## src/rtl/if_fetch.sv

```systemverilog
// Instruction-fetch stage: owns the PC, fetches words over a req/ack port and
// buffers {pc, inst} pairs in a small FIFO that feeds ID over valid/ready.
module if_fetch #(
    parameter logic [31:0] RESET_PC   = 32'h0000_0000,
    parameter int          FIFO_DEPTH = 2
) (
    input  logic        clk,
    input  logic        rst,
    input  logic        redirect_valid,
    input  logic [31:0] redirect_pc,
    output logic        imem_req,
    output logic [31:0] imem_addr,
    input  logic        imem_ack,
    input  logic [31:0] imem_rdata,
    output logic        inst_valid,
    output logic [31:0] inst,
    output logic [31:0] inst_pc,
    input  logic        inst_ready
);

    localparam int PW = $clog2(FIFO_DEPTH);
    localparam int CW = PW + 1;
    localparam logic [CW-1:0] DEPTH_C = CW'(FIFO_DEPTH);

    typedef enum logic [1:0] {IDLE, BUSY, DROP} state_t;

    state_t        r_state;
    state_t        w_state_next;
    logic          r_imem_req;
    logic [31:0]   r_imem_addr;
    logic [31:0]   r_fetch_pc;
    logic [CW-1:0] r_count;
    logic [PW-1:0] r_wr_ptr;
    logic [PW-1:0] r_rd_ptr;
    logic [31:0]   r_fifo_inst [FIFO_DEPTH];
    logic [31:0]   r_fifo_pc   [FIFO_DEPTH];

    logic [31:0]   w_target;
    logic          w_ack;
    logic          w_flush;
    logic          w_push;
    logic          w_pop;
    logic [CW-1:0] w_count_next;
    logic          w_space;
    logic          w_load_addr;
    logic [31:0]   w_addr_next;
    logic [31:0]   w_fetch_pc_next;

    assign w_target = {redirect_pc[31:2], 2'b00};
    // An ack with no request outstanding is meaningless and ignored.
    assign w_ack    = imem_ack & r_imem_req;

    // NOTE: sequential state uses non-blocking assignments so every flop samples pre-edge values.
    always_ff @(posedge clk or posedge rst) begin
        if (rst) begin
            r_state    <= IDLE;
            r_imem_req <= 1'b0;
        end else begin
            r_state    <= w_state_next;
            r_imem_req <= (w_state_next != IDLE);
        end
    end

    // NOTE: defaulting every comb output first keeps this block free of inferred latches.
    always_comb begin
        w_state_next = r_state;
        case (r_state)
            IDLE:    if (w_space) w_state_next = BUSY;
            BUSY: begin
                if (w_ack)               w_state_next = w_space ? BUSY : IDLE;
                else if (redirect_valid) w_state_next = DROP;
            end
            DROP:    if (w_ack) w_state_next = BUSY;
            default: w_state_next = IDLE;
        endcase
    end

    always_comb begin
        w_flush      = redirect_valid;
        w_push       = (r_state == BUSY) && w_ack && !redirect_valid;
        w_pop        = (r_count != '0) && inst_ready && !redirect_valid;
        w_count_next = w_flush ? '0 : (r_count + CW'(w_push) - CW'(w_pop));
        w_space      = (w_count_next < DEPTH_C);
        // A new address is launched on every accepted response and on leaving IDLE.
        w_load_addr  = w_ack || ((r_state == IDLE) && (w_state_next == BUSY));
        if (redirect_valid)      w_addr_next = w_target;
        else if (r_state == BUSY) w_addr_next = r_fetch_pc + 32'd4;
        else                      w_addr_next = r_fetch_pc;
        if (redirect_valid) w_fetch_pc_next = w_target;
        else if (w_push)    w_fetch_pc_next = r_fetch_pc + 32'd4;
        else                w_fetch_pc_next = r_fetch_pc;
        imem_req   = r_imem_req;
        imem_addr  = r_imem_addr;
        inst_valid = (r_count != '0);
        inst       = r_fifo_inst[r_rd_ptr];
        inst_pc    = r_fifo_pc[r_rd_ptr];
    end

    // NOTE: the buffer is only a few entries, so it is reset to give inst/inst_pc a clean 0.
    always_ff @(posedge clk or posedge rst) begin
        if (rst) begin
            r_fetch_pc  <= RESET_PC;
            r_imem_addr <= RESET_PC;
            r_count     <= '0;
            r_wr_ptr    <= '0;
            r_rd_ptr    <= '0;
            for (int i = 0; i < FIFO_DEPTH; i++) begin
                r_fifo_inst[i] <= 32'h0;
                r_fifo_pc[i]   <= 32'h0;
            end
        end else begin
            r_fetch_pc <= w_fetch_pc_next;
            r_count    <= w_count_next;
            if (w_load_addr) r_imem_addr <= w_addr_next;
            if (w_flush) begin
                r_wr_ptr <= '0;
                r_rd_ptr <= '0;
            end else begin
                if (w_push) begin
                    r_fifo_inst[r_wr_ptr] <= imem_rdata;
                    r_fifo_pc[r_wr_ptr]   <= r_fetch_pc;
                    r_wr_ptr              <= r_wr_ptr + PW'(1);
                end
                if (w_pop) r_rd_ptr <= r_rd_ptr + PW'(1);
            end
        end
    end

endmodule

```

## config.mk

```make
export PLATFORM = sky130hd
export DESIGN_NAME = if_fetch
export DESIGN_NICKNAME = d
export VERILOG_FILES = /design/src/rtl/if_fetch.sv
export SDC_FILE = /design/constraint.sdc
export NUM_CORES = 1
export LEC_CHECK = 0
export CAP_MARGIN = 25
export CELL_PAD_IN_SITES_DETAIL_PLACEMENT = 1
export CELL_PAD_IN_SITES_GLOBAL_PLACEMENT = 2
export CORE_MARGIN = 5
export CORE_UTILIZATION = 35
export CTS_CLUSTER_DIAMETER = 80
export DETAILED_ROUTE_END_ITERATION = 10
export GPL_ROUTABILITY_DRIVEN = 0
export HOLD_SLACK_MARGIN = 0.08
export PLACE_DENSITY_LB_ADDON = 0.3
export SLEW_MARGIN = 20
export SYNTH_ARGS = -nofsm -noshare
export SYNTH_HDL_FRONTEND = slang
export SYNTH_SLANG_ARGS = --single-unit
export TNS_END_PERCENT = 30
```

## constraint.sdc

```tcl
create_clock -name clk -period 7.9 [get_ports clk]
set_input_delay 0.79 -clock clk [delete_from_list [all_inputs] [get_ports clk]]
set_output_delay 0.79 -clock clk [all_outputs]
set_load 0.01 [all_outputs]
```

==> results summary, run 1 <==
The layout-stage area growth over the synthesis result is 25.4%. The slack of the worst reg-to-reg path came out at 3990 ps. The peak per-stage delay on the critical path came out at 800 ps.

The first-pass iteration count of the detailed router came out at 4. The analysis attributes to cell leakage a power of 4.84 nW. The fraction of registers with async set/reset came out at 100%. The area occupied by registers is 4810 sq um.

The routed length per placed instance is 19.8 um. For this run, design rule violations remaining after detail routing come to 0. The largest total area in the synthesized netlist belongs to sky130_fd_sc_hd__dfrtp_1. The cell with the biggest individual delay on the critical path is sky130_fd_sc_hd__nor2_1.

The finished layout holds 1,266 standard cells, fillers aside. Setup repair after global routing left no endpoint under its margin. The number of hold buffers added after CTS was 0. The placed instances occupy a cell area of 11,400 sq um. The number of antenna diodes came out at 0. The cell that appears most often on the critical path is sky130_fd_sc_hd__nor2_1. Dividing total power by cell area gives a power density of 367 nW/um^2. During synthesis, Yosys emitted a total of 0 warnings. In this run the worst hold path is classified as flip-flop to flip-flop. Of the cells placed in the final design, the portion with a size suffix greater than 1 is 26.3%.

The minimum clock period came out at 4220 ps. The synthesized design contains 192 register bits. The number of placed cells counting well taps is 1,235.

The final max-slew violation count is 0. The largest vdd supply drop came out at 0.135 mV. The worst-margin pin slew came out at 995 ps.

The worst setup timing slack at the placement stage came out at 3130 ps. The overflow left after global routing came out at 0. The count of cell types in the netlist came out at 56. The origin of the worst min-delay path is imem_addr[22].

The total standard cell area after synthesis is 9520 sq um. The I/O pin count came out at 167. The TritonCTS clock tree is yes. The worst clock skew on the final layout is 10.4 ps. The setup slack after layout came out at 3680 ps. The number of buffers created by CTS came out at 17. The type of element launching the critical path is an input pin. The first routing iteration left 270 violations. Clock tree synthesis found a total of 192 sinks. Counting instances, the worst hold path has a depth of 2. Entering global routing, the biggest net connects 127 pins. The data required time at the worst endpoint came out at 8160 ps. The commonest register cell after synthesis is sky130_fd_sc_hd__dfrtp_1.

The final wirelength is 25,100 um. The hold violation total from the final report came to 0. The number of flops mapped to enable cells by yosys came out at 0. The worst reg2reg path depth is 12. Of the post-synthesis cell area, the dominant cell type holds 50.5%. The worst register-to-register path ends at imem_addr[16]. After synthesis, the mean cell area works out to 12.1 sq um. The footprint of the multi-input gates came out at 4410 sq um. Of all nets on the critical path, the largest fanout is 42. The initial antenna violation count is 1. The die is 175 um wide. The period utilization is 53.4%. The count of buffers added by post-CTS timing repair for setup came out at 0. The worst register-to-register path begins at r_state[1]. The headroom to the max-slew limit came out at 33.5%. The post-CTS resize count came out at 0.

The die is 175 um tall. The sequential area share after synthesis is 50.5%. The run finished with clean final reports. The first global-routing pass estimated 40,300 um of wire.

The number of nets at the end of the flow came out at 985. The total power is 4.38 mW. The average via count per standard cell is 5.12. The CTS root buffer is sky130_fd_sc_hd__clkbuf_16. The count of vias placed by the detailed router is 6,485. The critical path goes through clkdlybuf4s50_1 > nand2_1 > nor2_1 > nand2_1 > ha_1 > inv_1 > ha_1 > xnor3_1 > nor2_1 > o31a_1 > buf_4 > nor2_1 > a211oi_1. The number of global-route vias before repair came out at 7,033. The post-route standard cell area excluding fillers is 11,900 sq um.

The buffer levels on the longest clock path came out at 2. After routing, the total negative slack on setup checks comes to 0 ps. The maximum clock frequency is 237 MHz. Summed over all nets, the half-perimeter wirelength after detailed placement is 17,300 um. Buffers placed on the I/O ports in this run total 162. The number of violations of the max-capacitance limit came out at 0.

The arrival time of the worst setup path is 4480 ps. The worst hold path terminates at imem_addr[22]. After clock tree synthesis, the clock-pin slew on the worst setup and hold paths is 70 ps. The cell count after synthesis came out at 786.

The H-tree generated during clock tree synthesis spans 4 levels. Yosys attributes the largest share of cell area to sky130_fd_sc_hd__dfrtp_1 (50%), sky130_fd_sc_hd__mux2_2 (22%), sky130_fd_sc_hd__xor2_1 (2.7%), sky130_fd_sc_hd__xnor2_1 (2.3%), sky130_fd_sc_hd__mux2_1 (2.1%). The overall fraction of global-route tracks in use came out at 16.5%. The post-route antenna net violation count is 0. The post-layout utilization of the core is 44.4%. The critical path is of the input pin to flip-flop type.

The full die area is 30,600 sq um. Once the floorplan was initialized, standard cells occupied 35.4% of the core. The layout has 2,833 filler cells. STA classifies the critical path endpoint as a flip-flop. The most critical setup path has its startpoint at imem_ack. The area inside the core boundary came out at 26,900 sq um. The initialized floorplan defines 60 standard-cell rows. The later pin in the worst-skew pair is clocked with a latency of 430 ps. The number of endpoints failing setup at the final stage is 0. The tightest hold margin came out at 479 ps.
[cell usage after synthesis, drive strengths merged (7+ instances only)]
library cell	number
a21boi	7
a21oi	11
buf	34
clkbuf	30
dfrtp	192
mux2	201
mux2i	12
nand2	52
nand2b	8
nand3	17
nand4	15
nor2	34
nor3	17
nor4	10
o21ai	24
xnor2	25
xor2	29
[layout by cell type, fill, tap and decap left out, types with 3 or more instances in the layout]
master,instances
sky130_fd_sc_hd__a211oi_2,3
sky130_fd_sc_hd__ha_1,3
sky130_fd_sc_hd__inv_1,4
sky130_fd_sc_hd__xnor2_1,25
sky130_fd_sc_hd__nor3_1,17
sky130_fd_sc_hd__a21oi_1,11
sky130_fd_sc_hd__xor2_1,29
sky130_fd_sc_hd__nand2_1,52
sky130_fd_sc_hd__nand3_1,17
sky130_fd_sc_hd__buf_4,9
sky130_fd_sc_hd__o21ai_0,12
sky130_fd_sc_hd__clkdlybuf4s50_1,162
sky130_fd_sc_hd__inv_8,3
sky130_fd_sc_hd__nand2b_1,8
sky130_fd_sc_hd__a21boi_1,5
sky130_fd_sc_hd__nor2_1,33
sky130_fd_sc_hd__nand4b_1,3
sky130_fd_sc_hd__dfrtp_1,191
sky130_fd_sc_hd__mux2_1,18
sky130_fd_sc_hd__inv_6,5
sky130_fd_sc_hd__nand4_1,12
sky130_fd_sc_hd__o21ai_1,12
sky130_fd_sc_hd__mux2i_1,12
sky130_fd_sc_hd__clkbuf_16,17
sky130_fd_sc_hd__nor4_1,5
sky130_fd_sc_hd__and4_1,6
sky130_fd_sc_hd__o221ai_1,4
sky130_fd_sc_hd__mux2_2,183
sky130_fd_sc_hd__nor2b_1,5
sky130_fd_sc_hd__and2_1,5
sky130_fd_sc_hd__nor4_2,4
sky130_fd_sc_hd__o31ai_1,3
[where the power goes]
group	total (mW)	internal, mW	switching [mW]	leakage [nW]
clock	0.858	0.460	0.398	0.281
combinational	1.84	1.08	0.756	2.22
sequential	1.68	1.40	0.281	2.34
total	4.38	2.94	1.43	4.84
[per-layer routing]
metal / GRT usage (%) / part of all wire [%] / vias up / wire length (um)
li1: - / - / 3038 / -
met1: 21.6 / 46 / 3328 / 11500
met2: 28.3 / 50 / 98 / 12500
met3: 2.96 / 3.4 / 19 / 849
met4: 4.26 / 1.3 / 2 / 333
met5: 0 / 0.028 / - / 7
[worst max-delay path, delay by kind of cell]
kind                       cells  cell delay [ps]
and+or+nand+nor                5             1720
buffers and inverters          3              830
adders and majority gates      2              500
AOI/OAI and AO/OA              2              450
xor gates and xnor gates       1              190
[final cells by class]
| type | instances | area share, % |
|---|---|---|
| multi-input cells | 525 | 36.9 |
| well taps | 341 | 3.57 |
| clock buffers | 19 | 3.79 |
| repair buffers | 171 | 14.1 |
| flip-flops and latches | 192 | 40.3 |
| clock inverters | 12 | 1.05 |
| inverters | 6 | 0.252 |
[worst max path at each step]
stage	to	slack (ps)	cells past startpoint
global placement	imem_addr[16]	3250	13
global route	imem_addr[16]	3340	13
finish	imem_addr[16]	3680	13
CTS	imem_addr[16]	3570	13
floorplan	imem_addr[10]	1880	1
detailed placement	imem_addr[16]	3130	13
[state kept, by name (all words and copies together), names as in the netlist]
signal / cells
r_fifo_inst: 64
r_fifo_pc: 60
imem_addr: 31
r_fetch_pc: 30
r_count: 2
r_state: 2
imem_req: 1
r_rd_ptr: 1
r_wr_ptr: 1
[logic make-up after synthesis]
| logic type | Yosys count | synth area share, % |
|---|---|---|
| compound gates | 69 | 4.93 |
| xor+xnor | 55 | 5.20 |
| fa+ha+maj | 3 | 0.394 |
| buf+inv | 70 | 3.36 |
| flops | 192 | 50.5 |
| mux | 213 | 25.0 |
| other cells | 1 | 0.0394 |
| simple gates | 183 | 10.6 |
Note: power is estimated with default switching activity, not from simulation.
==> run 2, diff against run 1 <==
CORE_UTILIZATION = 32   (was 35)
clock period = 3.5 ns   (was 7.9 ns; I/O delays follow)
==> run 2 against run 1 <==
  * Routed wire length up 3.6%
  * Via count up 0.56%
  * Register-to-register slack worse by 3600 ps
  * Power up 130%
  * Die area up 8.8%
  * Setup slack worse by 3300 ps
  * Clock power up 120%
==> results summary, run 2 (synthesized netlist as in run 1, its figures left out) <==
The run finished with clean final reports. The vertical die dimension is 182 um (+4.3%). The fraction of met1 tracks used by global routing is 21.4% (-0.23 points). The period utilization is 89.4%.

More flip-flops sit in one register than any other, and that register is r_fifo_inst. The I/O pin count is 167 (unchanged). The critical path's top delay family is simple AND/OR/NAND/NOR gates. The total power divided by cell area came out at 817 nW/um^2 (+120%). The global-route wire length before repair came out at 42,100 um (+4.5%).

The critical path is of the flip-flop to flip-flop type. The routed length per placed instance is 19.5 um (-1.6%). The global routing met3 resource utilization came out at 2.27% (-0.69 points).

The maximum fanout encountered on the critical timing path is 9 (-79%). The largest vdd supply drop is 0.319 mV (+140%). The area inside the core boundary came to 29,500 sq um (+9.7%). The startpoint identified for the worst register-to-register timing path is imem_req. The cell sitting at the root of the clock tree is a sky130_fd_sc_hd__clkbuf_16. The met2 global-route usage came to 27.1% (-1.1 points).

The sequential power share was 37.9% (-0.5 points). The overflow left after global routing came out at 0 (unchanged). TritonCTS built the clock tree. The worst clock skew on the final layout came out at 13.4 ps (+2.91 ps). The count of buffers added by post-CTS timing repair for setup came to 0 (unchanged). The share of final-layout standard cells stronger than drive strength 1 is 27.7% (+1.4 points).

The final max-slew violation count was 0 (unchanged). The clock sink count came out at 192 (unchanged). The most common cell after layout, fill and taps aside is sky130_fd_sc_hd__dfrtp_1. The number of rows created at floorplan is 63 (+5.0%). The number of buffers inserted for hold repair after clock tree synthesis is 0 (unchanged).

The number of nets at the end of the flow is 1,002 (+1.7%). The number of global-route vias before repair is 7,194 (+2.3%). The area growth from synthesis to layout is 28.2%. The number of antenna diodes was 0 (unchanged). The kind of path behind the tightest hold check is input pin to asynchronous set/reset pin. The peak per-stage delay on the critical path is 730 ps (-70 ps).

In this run the most used layer during global routing was met2. The type of element launching the critical path is a flip-flop. The data required time at the worst endpoint came out at 3760 ps (-4400 ps). The most common cell type on the critical path is sky130_fd_sc_hd__nor2_1. The number of endpoints failing setup at the final stage was 0 (unchanged). The pin count of the biggest net entering global routing is 61 (-52%). The number of buffers created by CTS came to 17 (unchanged). The buffer levels on the longest clock path is 2 (unchanged).

The switching power as a share of total power came out at 33.4% (+0.57 points). The number of violations of the max-capacitance limit came out at 0 (unchanged). The hold violation total from the final report came to 0 (unchanged). The internal power component is 6.65 mW (+130%). The count of vias placed by the detailed router came to 6,521 (+0.56%). The switching power summed over all nets is 3.33 mW (+130%). The total power was 9.97 mW (+130%). The startpoint of the worst setup timing path is imem_req. The quantity of I/O buffers inserted on ports came out at 162 (unchanged). The headroom to the max-slew limit is 35.9% (+2.4 points). The full die area was 33,300 sq um (+8.8%). The CTS clock-pin slew for the worst setup and hold paths was 80 ps (about the same). The portion of total power attributed to combinational logic came out at 42.9% (+0.9 points). The worst-margin pin slew came to 958 ps (-37.1 ps).

The remaining design rule violation count is 0 (unchanged). The static leakage came out at 4.94 nW (+2.1%). The arrival time of the worst setup path is 3400 ps (-1080 ps). The share of total power in the clock network was 19.3% (-0.3 points). The post-route antenna net violation count is 0 (unchanged). The post-layout utilization of the core is 41.4% (-3.0 points). In the layout the commonest cells are sky130_fd_sc_hd__dfrtp_1 (191), sky130_fd_sc_hd__mux2_2 (183), sky130_fd_sc_hd__clkdlybuf4s50_1 (162). The count of buffer and inverter cells on the critical path came out at 2 (-1). The width of the chip came out at 182 um (+4.3%). The minimum clock period came out at 3130 ps.

The post-route standard cell area excluding fillers is 12,200 sq um (+2.3%). The number of DRC markers in iteration 0 is 241 (-11%). The placed wire-length estimate after detailed placement came out at 18,300 um (+6.3%).

The effective utilization at floorplan is 32.3% (-3.1 points). The average via count per standard cell is 4.89 (-4.5%). Setup repair after global routing left no endpoint under its margin. The insertion delay of the later-clocked pin in the worst-skew pair is 440 ps (about the same). The first-pass iteration count of the detailed router came to 4 (unchanged). The final wirelength is 26,000 um (+3.6%). The largest individual stage delay along the critical path comes from the cell sky130_fd_sc_hd__nor2_1. The initial antenna violation count came out at 0 (-1).

The number of H-tree levels was 4 (unchanged). STA classifies the critical path endpoint as a flip-flop. The overall fraction of global-route tracks in use is 15.9% (-0.60 points). The post-CTS resize count came out at 0 (unchanged). The number of flip-flops under the largest register name is 64 (unchanged). Static timing analysis puts the maximum clock frequency at 319 MHz. The cell area after placement is 11,600 sq um (+2.5%). The critical path goes through nand2_1 > nor2_1 > nand2_1 > ha_1 > inv_1 > ha_1 > xnor3_1 > nor2_1 > buf_4 > o31a_1 > nor2_1 > a21oi_1.
run 2: cell type report:
type	count	area (sq um)
fillers	3120	17300
flip-flops and latches	192	4810
multi-input cells	525	4410
repair buffers	188	1920
well taps	390	488
clock buffers	18	439
clock inverters	14	124
inverters	6	26.3
run 2: worst paths after layout:
kind,to,slack [ps],cells after the start
setup / recovery,imem_addr[20],370,12
hold / removal,r_fifo_pc[53],450,2
setup reg to reg,imem_addr[20],370,12
hold reg to reg,r_fifo_pc[38],490,1
max in group asynchronous,r_fifo_inst[61],2260,3
min in group clk,r_fifo_pc[38],490,1
run 2: stage by stage:
step	instances	hold slack (ps)	worst slack (ps)	TNS (ps)
after floorplan	787	454	394	0
after global placement	1301	463	40.1	0
after detailed placement	1301	471	-30.3	-108
after CTS	1333	461	298	0
after global routing	1333	492	111	0
final	1333	449	369	0
run 2: power by group through the flow:
stage	registers [mW]	logic [mW]	clock network (mW)
global placement	3.79	4.29	0
detailed placement	3.83	4.35	0
floorplan	3.62	2.44	0
global route	3.92	4.65	2.08
finish	3.78	4.27	1.92
CTS	3.80	4.38	1.99
run 2: metal layers:
metal	vias up	wire (um)
li1	3059	-
met1	3341	12100
met2	100	12900
met3	21	651
met4	0	296
met5	-	0
